$ cat config.mk
export PLATFORM = sky130hd
export DESIGN_NAME = out_tile_sched
export DESIGN_NICKNAME = d
export VERILOG_FILES = /design/src/rtl/macarray_pkg.sv /design/src/rtl/rr_arbiter.sv /design/src/rtl/out_tile_sched.sv
export SDC_FILE = /design/constraint.sdc
export NUM_CORES = 1
export LEC_CHECK = 0
export BUFFER_PORTS_ARGS = -buffer_cell sky130_fd_sc_hd__buf_2
export CORE_MARGIN = 1.5
export CORE_UTILIZATION = 45
export CTS_CLUSTER_DIAMETER = 100
export CTS_CLUSTER_SIZE = 12
export DETAILED_ROUTE_END_ITERATION = 8
export MAX_ROUTING_LAYER = met4
export PLACE_DENSITY = 0.78
export SLEW_MARGIN = 20
export SYNTH_ARGS = -nofsm -noshare
export SYNTH_HDL_FRONTEND = slang
export SYNTH_SLANG_ARGS = --single-unit
$ cat constraint.sdc
create_clock -name CLK -period 13.4 [get_ports CLK]
set_clock_uncertainty 0.1 [all_clocks]
set_input_delay 0 -clock CLK [delete_from_list [all_inputs] [get_ports CLK]]
set_output_delay 0 -clock CLK [all_outputs]
set_load 0.03 [all_outputs]
$ cat src/rtl/macarray_pkg.sv
// Shared definitions for the MAC-array output path: default geometry and
// the tile sequencing state encoding.
package macarray_pkg;

   localparam int DEF_NROW = 4;
   localparam int DEF_DW   = 64;
   localparam int DEF_RAW  = 4;
   localparam int DEF_OAW  = 8;

   typedef enum logic [1:0] {
      IDLE = 2'd0,
      RUN  = 2'd1,
      DONE = 2'd2
   } tile_state_e;

endpackage

$ cat src/rtl/rr_arbiter.sv
// Combinational round-robin arbiter: first set request at or after ptr wins.
// NROW must be a power of two so the search index wraps naturally.
module rr_arbiter #(
   parameter  int NROW = 4,
   localparam int PW   = $clog2(NROW)
) (
   input  logic [NROW-1:0] req,
   input  logic [PW-1:0]   ptr,
   output logic [NROW-1:0] gnt,
   output logic            gnt_vld
);

   logic [PW-1:0] idx;

   always_comb begin
      gnt     = '0;
      gnt_vld = 1'b0;
      idx     = '0;
      for (int k = 0; k < NROW; k++) begin
         idx = ptr + PW'(k);
         if (!gnt_vld && req[idx]) begin
            gnt[idx] = 1'b1;
            gnt_vld  = 1'b1;
         end
      end
   end

endmodule

$ cat src/rtl/out_tile_sched.sv
// Buffers one word per MAC output row and serialises them onto the single
// OMEM write port with round-robin arbitration, sequencing one tile per Start.
module out_tile_sched
   import macarray_pkg::*;
#(
   parameter int NROW = DEF_NROW,
   parameter int DW   = DEF_DW,
   parameter int RAW  = DEF_RAW,
   parameter int OAW  = DEF_OAW
) (
   input  logic              CLK,
   input  logic              RSTN,
   input  logic              Start,
   input  logic [OAW-1:0]    Tile_Base,
   input  logic [NROW-1:0]   Row_Valid,
   input  logic [NROW*DW-1:0]  Row_Data,
   input  logic [NROW*RAW-1:0] Row_Addr,
   output logic [NROW-1:0]   Row_Ready,
   output logic              OMEM_Write,
   input  logic              OMEM_Ready,
   output logic [DW-1:0]     OMEM_Data,
   output logic [OAW-1:0]    OMEM_Addr,
   output logic              Tile_Done,
   output logic              Busy,
   output logic [7:0]        Tile_Cnt,
   output logic              Err_Dup
);

   localparam int PTR_W = $clog2(NROW);

   tile_state_e      state_q, state_d;
   logic [PTR_W-1:0] rr_ptr;
   logic [NROW-1:0]  slot_full, written;
   logic [DW-1:0]    slot_data [NROW];
   logic [RAW-1:0]   slot_addr [NROW];
   logic [OAW-1:0]   base_q;
   logic [PTR_W:0]   wr_cnt;
   logic [7:0]       tile_cnt;
   logic             err_dup;

   logic             omem_vld_p0;
   logic [DW-1:0]    omem_data_p0;
   logic [OAW-1:0]   omem_addr_p0;

   logic             run, hs, load_en, take, last_wr, arm;
   logic [NROW-1:0]  accept, dup, gnt_oh;
   logic             gnt_vld;
   logic [PTR_W-1:0] gnt_idx;
   logic [OAW-1:0]   wr_addr_nxt;

   assign run       = (state_q == RUN);
   assign arm       = (state_q == IDLE) && Start;
   assign Row_Ready = {NROW{run}} & ~slot_full & ~written;
   assign accept    = Row_Valid & Row_Ready;
   assign dup       = {NROW{run}} & Row_Valid & written;
   assign hs        = omem_vld_p0 & OMEM_Ready;
   // The output register may reload whenever it is empty or draining this edge.
   assign load_en   = run & (~omem_vld_p0 | OMEM_Ready);
   assign take      = load_en & gnt_vld;
   assign last_wr   = hs && (wr_cnt == (PTR_W+1)'(NROW-1));

   rr_arbiter #(.NROW(NROW)) u_arb (
      .req     (slot_full),
      .ptr     (rr_ptr),
      .gnt     (gnt_oh),
      .gnt_vld (gnt_vld)
   );

   always_comb begin
      gnt_idx = '0;
      for (int i = 0; i < NROW; i++)
         if (gnt_oh[i]) gnt_idx = PTR_W'(i);
   end

   assign wr_addr_nxt = base_q + {{(OAW-RAW){1'b0}}, slot_addr[gnt_idx]};

   always_comb begin
      state_d = state_q;
      case (state_q)
         IDLE:    if (Start) state_d = RUN;
         RUN:     if (last_wr) state_d = DONE;
         DONE:    state_d = IDLE;
         default: state_d = IDLE;
      endcase
   end

   // Control state, counters and the OMEM output register
   always_ff @(posedge CLK) begin
      if (!RSTN) begin
         state_q      <= IDLE;
         rr_ptr       <= '0;
         slot_full    <= '0;
         written      <= '0;
         wr_cnt       <= '0;
         base_q       <= '0;
         tile_cnt     <= '0;
         err_dup      <= 1'b0;
         omem_vld_p0  <= 1'b0;
         omem_data_p0 <= '0;
         omem_addr_p0 <= '0;
      end else begin
         state_q <= state_d;
         if (arm) begin
            base_q    <= Tile_Base;
            slot_full <= '0;
            written   <= '0;
            wr_cnt    <= '0;
         end else begin
            slot_full <= (slot_full | accept) & ~(take ? gnt_oh : '0);
            if (take) begin
               written <= written | gnt_oh;
               rr_ptr  <= gnt_idx + PTR_W'(1);
            end
            if (hs) wr_cnt <= wr_cnt + 1'b1;
         end
         if (|dup)    err_dup  <= 1'b1;
         if (last_wr) tile_cnt <= tile_cnt + 8'd1;
         if (take) begin
            omem_vld_p0  <= 1'b1;
            omem_data_p0 <= slot_data[gnt_idx];
            omem_addr_p0 <= wr_addr_nxt;
         end else if (hs) begin
            omem_vld_p0  <= 1'b0;
         end
      end
   end

   // Slot payload capture; validity is tracked by slot_full
   always_ff @(posedge CLK) begin
      for (int i = 0; i < NROW; i++) begin
         if (accept[i]) begin
            slot_data[i] <= Row_Data[i*DW +: DW];
            slot_addr[i] <= Row_Addr[i*RAW +: RAW];
         end
      end
   end

   assign OMEM_Write = omem_vld_p0;
   assign OMEM_Data  = omem_data_p0;
   assign OMEM_Addr  = omem_addr_p0;
   assign Tile_Done  = (state_q == DONE);
   assign Busy       = (state_q != IDLE);
   assign Tile_Cnt   = tile_cnt;
   assign Err_Dup    = err_dup;

endmodule

==> impl_metrics.py <==
metrics = {
    "global_route": {
        "grt_start_max_net_pins": 75,
        "gr-total-overflow": 0,
        "grt_pass1_wl_um": 81500,
        "grt_pass1_vias": 14600,
        "grt_use_total_pct": 30.5,
        "antenna_found_initial": 8,
    },
    "placement": {
        "pre_cts_ws_ns": 7.57,
        "io_buffers": 375,
        "place_congestion": 0.858,
        "hpwl_um": 27700,
        "placed_area_um2": 17800,
    },
    "setup_path": {
        "rrSetupSlack_ns": 7.45,
        "path_class": "flip-flop to flip-flop",
        "end_kind": "flip-flop",
        "crit_arrival_ns": 6.29,
        "cp_max_fo": 38,
        "critPathLaunchType": "flip-flop",
        "r2r_end": "OMEM_Addr[5]$_SDFFE_PN0P_",
        "required_ns": 13.74,
        "reg2reg_from": "rr_ptr[0]$_SDFFE_PN0P_",
        "ff2ff_path_depth": 16,
        "cp-startpoint": "rr_ptr[0]$_SDFFE_PN0P_",
    },
    "floorplan": {
        "die_w_um": 190,
        "ios": 376,
        "die_h_um": 190,
        "core-area_um2": 34500,
        "rows": 68,
        "dieArea_um2": 36100,
        "start_util_pct": 45.7,
    },
    "yosys": {
        "synthCells": 1281,
        "yosysSeqAreaShare_pct": 65.3,
        "avgSynthCellArea_um2": 12.3,
        "synth_flop_cell": "edfxtp_1",
        "synth.distinct_cells": 53,
        "synth_edf_count": 272,
        "ys_seq_elements": 377,
        "yosysWarningCount": 0,
        "syn_nets": 1585,
        "async_reset_ff_share_pct": 0,
        "synthesis.area_um2": 15700,
    },
    "outcome": {
        "status": "finished, final reports clean",
    },
    "timing": {
        "worstMarginPinSlew_ns": 1.13,
        "rsz0062_at_grt": "no",
        "slew_violations": 0,
        "final_hold_viol_count": 0,
        "setup_viol": 0,
        "timing.final.crit_share_pct": 44.4,
        "fmax_mhz": 168,
        "period_minus_slack_ns": 5.95,
        "fin_ws_ns": 7.45,
        "finalSetupTns_ns": 0,
        "slew_headroom_pct": 24.7,
    },
    "finish": {
        "final_util_pct": 63.5,
        "regArea_um2": 10300,
        "multi_input_area_um2": 4700,
        "drive_above_1_share_pct": 23.9,
        "final_net_count": 2193,
        "areaGrowthSynthToFinish_pct": 39.0,
        "design_area_um2": 21900,
        "fillers": 2442,
        "layout_commonest_cell": "buf_2",
        "final_cell_mix": "buf_2 (375), dlygate4sd3_1 (292), edfxtp_1 (272)",
    },
    "power_and_ir_drop": {
        "cellLeakagePower_uw": 0.00860,
        "power_density_nw_per_um2": 130,
        "peakVddDrop_mv": 0.110,
    },
    "clock_network": {
        "cts.path.max_buffers": 3,
        "htreeDepth": 2,
        "cts_tree": "built",
        "clock-sinks": 377,
        "cts_buffers": 37,
        "clkLatencyLatePin_ns": 0.55,
        "cts_root_buf": "clkbuf_16",
        "clk_pin_slew_ns": 0.07,
    },
    "min_path": {
        "hold_end": "slot_data[2][39]$_DFFE_PP_",
        "hp-class": "input pin to flip-flop",
        "holdCritStartpoint": "Row_Valid[2]",
        "min_path_cells": 2,
    },
    "routing": {
        "first_pass_iters": 7,
        "num_vias": 14100,
        "ant_nets": 0,
        "viasPerCell": 5.93,
        "wl_per_cell_um": 22.7,
        "drt_wl_total_um": 54100,
        "drc": 0,
        "drt-initial-drc-count": 1316,
    },
    "run": {
        "maxCapViolations": 0,
    },
}
cells in the mapped netlist (2+ instances only):
library cell    n  area share, %
o2bb2ai_1      64            3.6
edfxtp_1      272             52
nand4_1         2          0.079
o21ai_1         3          0.095
and3_1          8           0.32
xnor2_1         5           0.28
a31oi_1        65            2.6
a21o_1          3           0.14
nand2b_1        5           0.20
o21ai_2         2           0.11
o211ai_1       68            3.2
nand3b_1        2          0.095
and2_1          4           0.16
nor2b_1         3           0.12
a21oi_1        80            2.5
mux2_2          3           0.21
a22o_1          8           0.45
dfxtp_1       105             13
mux2i_1         8           0.51
clkbuf_1       57            1.4
o221a_2         3           0.21
a2111oi_4       3           0.52
buf_4          10           0.48
o22ai_1         4           0.16
nand2_1        90            2.1
nand3_1        73            2.3
o21ai_0        71            2.3
mux4_2          2           0.29
a211oi_1       66            3.1
o21a_1          3           0.14
nor3_1          6           0.19
buf_6           9           0.64
inv_1          70            1.7
ha_1           15            1.2
buf_2          35            1.1
a22oi_1         2          0.095
or3_1           3           0.12
nor2_1         27           0.64
xor2_1          8           0.45
where the power goes:
part,internal [µW],switching [µW]
clock,545,449
sequential,1320,33.7
combinational,187,302
registers in the layout (all words and copies together) (netlist names):
signal      count
Err_Dup         1
OMEM_Addr       8
OMEM_Data      64
OMEM_Write      1
Tile_Cnt        8
base_q          8
rr_ptr          2
slot_addr      16
slot_data     256
slot_full       4
state_q         2
wr_cnt          3
written         4
metrics by stage:
step           power [µW]  std cells  hold slack [ns]
2_1_floorplan        1630       1281         -0.00113
4_1_cts              2810       2370           0.0335
5_1_grt              2930       2381           0.0187
6_report             2840       2382          0.00807
3_3_place_gp         1760       2010           0.0766
3_5_place_dp         1780       2010           0.0781
worst max-delay path, stage by stage, from the launching register on:
cell and delay, ns:
dfxtp_1 0.66, inv_1 0.30, ha_1 0.48, mux2_2 0.40, mux2i_2 0.47, a2111oi_2 0.23, o21ai_4 0.91, buf_4 0.57
nand3_1 0.14, o211ai_1 0.20, ha_1 0.29, a21o_1 0.15, a21oi_1 0.22, nor2b_1 0.09, o21ai_0 0.21, xor2_1 0.10
a211oi_1 0.23
cells by family after synthesis:
kind of cell             count (synthesis)  synth area share, %
XOR/XNOR                                13                0.724
adder cells (fa/ha/maj)                 16                 1.32
AND/OR/NAND/NOR                        229                 6.70
AO/OA/AOI/OAI                          450                 19.6
multiplexers                            14                 1.10
buffers and inverters                  182                 5.29
flip-flops                             377                 65.3
timing repair:
action	CTS	global route
hold buffers	292	0
buffers inserted	0	0
gates resized for setup	0	0
hold endpoints to repair	295	0
cell type report:
cell class / instances / area share [%]
Sequential cell: 377 / 47.0
Timing Repair Buffer: 681 / 22.6
Multi-Input combinational cell: 722 / 21.5
Clock buffer: 66 / 4.93
Tap cell: 455 / 2.60
Inverter: 70 / 1.20
Antenna cell: 9 / 0.103
Clock inverter: 2 / 0.0801
routing by layer:
metal | global-route usage, % | vias to the layer above | share of wire (%)
li1 | - | 6099 | -
met1 | 35.1 | 6665 | 36
met2 | 49.7 | 1111 | 49
met3 | 5.17 | 258 | 9.5
met4 | 18.9 | 0 | 5.5
met5 | - | - | 0
how the worst max path moves through the flow:
stage                     slack [ns]                        end
final                           7.45  OMEM_Addr[5]$_SDFFE_PN0P_
after CTS                       7.50  OMEM_Addr[5]$_SDFFE_PN0P_
after global placement          7.85  OMEM_Addr[5]$_SDFFE_PN0P_
after global routing            7.16  OMEM_Addr[7]$_SDFFE_PN0P_
after floorplan                 9.06  OMEM_Addr[6]$_SDFFE_PN0P_
after detailed placement        7.57  OMEM_Addr[5]$_SDFFE_PN0P_
Power figures use the tool's default switching activity.
